--- src/rtl/serial_subtractor_pkg.sv ---
// Shared constants for the bit-serial subtractor: FSM encodings and default width.
package serial_subtractor_pkg;

  localparam int unsigned DefaultWidth = 8;

  // FSM encodings; 2'd3 is unused and recovers to StIdle
  localparam logic [1:0] StIdle  = 2'd0;
  localparam logic [1:0] StShift = 2'd1;
  localparam logic [1:0] StDone  = 2'd2;

endpackage

--- src/rtl/serial_subtractor_full_sub.sv ---
// Single-bit full subtractor: d = a - b - bin, with borrow out.
module serial_subtractor_full_sub (
  input  logic a,
  input  logic b,
  input  logic bin,
  output logic d,
  output logic bout
);

  assign d    = a ^ b ^ bin;
  assign bout = (~a & b) | (~(a ^ b) & bin);

endmodule

--- src/rtl/serial_subtractor.sv ---
// Bit-serial two's-complement subtractor: diff = a - b, one bit per clock, LSB first.
module serial_subtractor
  import serial_subtractor_pkg::*;
#(
  parameter int unsigned WIDTH = DefaultWidth
) (
  input  logic             clk,
  input  logic             reset,
  input  logic             start,
  input  logic [WIDTH-1:0] a,
  input  logic [WIDTH-1:0] b,
  output logic             busy,
  output logic             done,
  output logic [WIDTH-1:0] diff,
  output logic             borrow,
  output logic             overflow
);

  localparam int unsigned CntW = $clog2(WIDTH);

  logic [1:0]       state_q, state_d;
  logic [WIDTH-1:0] sa_q, sa_d, sb_q, sb_d, sr_q, sr_d;
  logic             bin_q, bin_d;
  logic [CntW-1:0]  cnt_q, cnt_d;
  logic             a_msb_q, a_msb_d, b_msb_q, b_msb_d;
  logic [WIDTH-1:0] diff_q, diff_d;
  logic             borrow_q, borrow_d;
  logic             overflow_q, overflow_d;

  logic bit_d, bit_bout;

  serial_subtractor_full_sub u_full_sub (
    .a    (sa_q[0]),
    .b    (sb_q[0]),
    .bin  (bin_q),
    .d    (bit_d),
    .bout (bit_bout)
  );

  // Next-state: accept in IDLE/DONE, shift one bit per cycle, publish results on the last bit
  always_comb begin
    state_d    = state_q;
    sa_d       = sa_q;
    sb_d       = sb_q;
    sr_d       = sr_q;
    bin_d      = bin_q;
    cnt_d      = cnt_q;
    a_msb_d    = a_msb_q;
    b_msb_d    = b_msb_q;
    diff_d     = diff_q;
    borrow_d   = borrow_q;
    overflow_d = overflow_q;
    case (state_q)
      StIdle, StDone: begin
        if (start) begin
          sa_d    = a;
          sb_d    = b;
          a_msb_d = a[WIDTH-1];
          b_msb_d = b[WIDTH-1];
          bin_d   = 1'b0;
          cnt_d   = '0;
          state_d = StShift;
        end else begin
          state_d = StIdle;
        end
      end
      StShift: begin
        sa_d  = sa_q >> 1;
        sb_d  = sb_q >> 1;
        sr_d  = {bit_d, sr_q[WIDTH-1:1]};
        bin_d = bit_bout;
        if (cnt_q == CntW'(WIDTH - 1)) begin
          // Results are registered on the final shift so they line up with done
          state_d    = StDone;
          diff_d     = {bit_d, sr_q[WIDTH-1:1]};
          borrow_d   = bit_bout;
          overflow_d = (a_msb_q != b_msb_q) && (bit_d != a_msb_q);
        end else begin
          cnt_d = cnt_q + CntW'(1);
        end
      end
      default: state_d = StIdle;
    endcase
  end

  // State registers with synchronous reset that abandons any operation in flight
  always_ff @(posedge clk) begin
    if (reset) begin
      state_q    <= StIdle;
      sa_q       <= '0;
      sb_q       <= '0;
      sr_q       <= '0;
      bin_q      <= 1'b0;
      cnt_q      <= '0;
      a_msb_q    <= 1'b0;
      b_msb_q    <= 1'b0;
      diff_q     <= '0;
      borrow_q   <= 1'b0;
      overflow_q <= 1'b0;
    end else begin
      state_q    <= state_d;
      sa_q       <= sa_d;
      sb_q       <= sb_d;
      sr_q       <= sr_d;
      bin_q      <= bin_d;
      cnt_q      <= cnt_d;
      a_msb_q    <= a_msb_d;
      b_msb_q    <= b_msb_d;
      diff_q     <= diff_d;
      borrow_q   <= borrow_d;
      overflow_q <= overflow_d;
    end
  end

  assign busy     = (state_q == StShift);
  assign done     = (state_q == StDone);
  assign diff     = diff_q;
  assign borrow   = borrow_q;
  assign overflow = overflow_q;

endmodule

--- config.mk ---
export PLATFORM = sky130hd
export DESIGN_NAME = serial_subtractor
export DESIGN_NICKNAME = d
export VERILOG_FILES = /design/src/rtl/serial_subtractor_pkg.sv /design/src/rtl/serial_subtractor_full_sub.sv /design/src/rtl/serial_subtractor.sv
export SDC_FILE = /design/constraint.sdc
export NUM_CORES = 1
export LEC_CHECK = 0
export CAP_MARGIN = 40
export CORE_AREA = 8 8 57 83
export CTS_CLUSTER_DIAMETER = 60
export DETAILED_ROUTE_END_ITERATION = 10
export DIE_AREA = 0 0 65 91
export PLACE_DENSITY = 0.75
export SYNTH_ARGS = -nofsm -noshare
export SYNTH_HDL_FRONTEND = slang
export SYNTH_SLANG_ARGS = --single-unit
--- constraint.sdc ---
create_clock -name clk -period 1.71 [get_ports clk]
set_clock_uncertainty 0.05 [all_clocks]
set_input_delay 0.342 -clock clk [delete_from_list [all_inputs] [get_ports clk]]
set_output_delay 0.342 -clock clk [all_outputs]
set_load 0.01 [all_outputs]
==> impl_metrics.tcl <==
set metrics [dict create \
    outcome "finished, final reports clean" \
    drv_cap 0 \
    synthMuxAreaShare_pct 0 \
    cp_max_fo 6 \
    vias_per_cell 5.15 \
    final_cell_mix "64 x nand2_1, 40 x dfxtp_1, 28 x clkdlybuf4s50_1, 25 x a21oi_1, 18 x nor2_1" \
    finalSetupTns_ps 0 \
    cts_buffers 5 \
    final_max_slew_viol_count 0 \
    dieArea_sq_um 5920 \
    die-width_um 65 \
    max-slew-margin-rel_pct 71.9 \
    ys_seq_area_share_pct 47.6 \
    power_density_nw_per_um2 893 \
    drtPass1Iterations 4 \
    start_util_pct 48.6 \
    crit_chain "nand2b_1, clkinv_1, dlygate4sd2_1" \
    fmax_mhz 636 \
    ir_worst_vdd_v 0.000636 \
    dp_cells 266 \
    post-route-period-util_pct 91.9 \
    finalPower_mw 1.90 \
    cts_tree "yes" \
    hpwl_mm 2.38 \
    synth_xor_xnor_area_share_pct 0 \
    htree_num_levels 2 \
    drtIter0Drc 27 \
    ff2ff_setup_slack_ps 170 \
    cts-root-buf "clkbuf_8" \
    setup_slack_ps 138 \
    core_region_area_sq_um 3550 \
    worstPathArrival_ps 1180 \
    yosysUniqueCellTypes 24 \
    grt_pass1_vias 1337 \
    rsz0062_at_grt "false" \
    cp_slowest_cell "dfxtp_2" \
    pre_cts_slack_ps -12.0 \
    cp_num_cells 3 \
    p_leak_nw 0.759 \
    fin_nets 252 \
    ys_seq_elements 41 \
    insertion_delay_ps 290 \
    pin_count 31 \
    yosys.area_share.simple_pct 24.2 \
    regToRegEndpoint "overflow$_SDFFE_PP0P_" \
    crit_path_end "busy" \
    grt_max_degree 42 \
    fin_cells 274 \
    rows 27 \
    avgRoutedWirePerCell_um 12.2 \
    final_common_cell "nand2_1" \
    grt_pass1_wl_mm 5.74 \
    critPathMaxStageDelay_ps 360 \
    start_kind "flop" \
    startpoint "state_q[1]$_SDFFE_PP0P_" \
    synth_top_family_by_area "simple AND/OR/NAND/NOR gates" \
    die_height_um 91 \
    overflow 0 \
    synthAdderAreaFrac_pct 2.61 \
    tightest_slew_ps 421 \
    dr_total_vias 1411 \
    cp_top_family "buffers and inverters" \
    synth.avg_cell_area_sq_um 8.58 \
    drcViolationCount 0 \
    hold_buffers 0 \
    gp_congestion 0.720 \
    syn_inst 201 \
    setup_violations 0 \
    fin_crit_ps 1570 \
    io_buffers 30 \
    synthesis.nets 223 \
    nFillCells 334 \
    path_buf_inv 2 \
    hold_viol 0 \
    whs_ps 402 \
    cts_buffer_depth 2 \
    critical_path_class "reg2out" \
    antenna_found_initial 0 \
    drt_wl_total_mm 3.34 \
    synth_area_sq_um 1730 \
    r2r_cells 5 \
    post_cts_buffers 0 \
    synth_compound_area_share_pct 19.2 \
    antenna_cells 0 \
    clk_pin_slew_ps 70 \
    grt_usage_pct 12.0 \
    final_antenna_net_count 0 \
    endpoint_kind "primary output" \
    synthToLayoutAreaGrowth_pct 23.1 \
    r2r-start "cnt_q[0]$_SDFFE_PP0P_" \
    cts.sinks 41 \
    whs_path_depth 2 \
    ys.warnings.count 0 \
    required_ps 1320 \
    layout-drive-gt1-share_pct 11.7 \
    hold_class "reg2reg" \
]
## worst min-delay path by stage
stage / slack (ps) / end / startpoint
after global routing: 430 / diff[5]$_SDFFE_PP0P_ / diff[5]$_SDFFE_PP0P_
after CTS: 400 / diff[0]$_SDFFE_PP0P_ / sr_q[1]$_SDFFE_PP0P_
final: 400 / diff[0]$_SDFFE_PP0P_ / sr_q[1]$_SDFFE_PP0P_
after global placement: 390 / diff[0]$_SDFFE_PP0P_ / sr_q[1]$_SDFFE_PP0P_
after floorplan: 380 / diff[0]$_SDFFE_PP0P_ / sr_q[1]$_SDFFE_PP0P_
after detailed placement: 390 / diff[0]$_SDFFE_PP0P_ / sr_q[1]$_SDFFE_PP0P_
## timing repair
action | CTS | global route
endpoints found under the hold margin | 0 | 0
setup endpoints to repair | 2 | 0
resized for setup | 3 | 0
## Yosys cell counts
cell type / n / area share, %
fa_1: 1 / 1.2
and3b_1: 1 / 0.51
ha_1: 2 / 1.5
dfxtp_1: 41 / 48
inv_1: 2 / 0.44
clkinv_1: 1 / 0.22
nand3_1: 6 / 1.7
clkbuf_1: 2 / 0.44
buf_2: 1 / 0.29
nor2b_1: 2 / 0.73
nand2b_1: 3 / 1.1
buf_1: 3 / 0.65
or2b_2: 1 / 0.51
buf_4: 4 / 1.7
a311oi_1: 3 / 1.5
nand2_1: 64 / 14
a211oi_1: 2 / 0.87
nand3b_1: 2 / 0.87
a311oi_2: 11 / 9.6
nor3b_1: 1 / 0.44
buf_6: 4 / 2.6
or3b_1: 1 / 0.51
a21oi_1: 25 / 7.3
nor2_1: 18 / 3.9
## through the flow
stage,util (%),instance area (sq um)
final,59.9,2120
after floorplan,-,1730
after global routing,59.9,2120
after detailed placement,57.5,2040
after CTS,59.9,2120
after global placement,57.5,2040
## metal layers
layer  GRT usage [%]  share of wire, %  up-vias  wire length [um]
met3            3.44               5.5        5               183
li1                -                 -      727                 -
met1            12.9                42      649              1410
met4            5.48               1.9        0                63
met5               0                 0        -                 0
met2            20.7                51       30              1690
## power breakdown
group / switching, mW / leakage (nW) / total [mW] / internal [mW]
combinational: 0.134 / 0.380 / 0.250 / 0.116
sequential: 0.0273 / 0.335 / 1.03 / 1.00
clock: 0.337 / 0.0439 / 0.619 / 0.282
total: 0.498 / 0.759 / 1.90 / 1.40
## layout make-up
class	count	area, sq um	share of cell area, %
multi-input cells	143	795	37.4
clock inverters	3	17.5	0.825
flip-flops and latches	41	822	38.7
repair buffers	36	355	16.7
clock buffers	5	68.8	3.24
inverters	3	11.3	0.530
well taps	43	53.8	2.53
## logic make-up after synthesis
family	after synthesis
flip-flops	41
buffers and inverters	17
AND/OR/NAND/NOR	99
adder cells (fa/ha/maj)	3
AO/OA/AOI/OAI	41
## flip-flops by register name (all words and copies together) (netlist names)
register / count
state_q: 2
cnt_q: 3
sr_q: 7
sb_q: 8
diff: 8
bin_q: 1
a_msb_q: 1
b_msb_q: 1
overflow: 1
sa_q: 8
borrow: 1
## worst register-to-register path: stages (launching register included)
cell and delay [ps]:
dfxtp_1 360, ha_1 160, ha_1 190, and3b_1 420
nor2_1 90, a211oi_1 200
(Power assumes the default switching activity.)
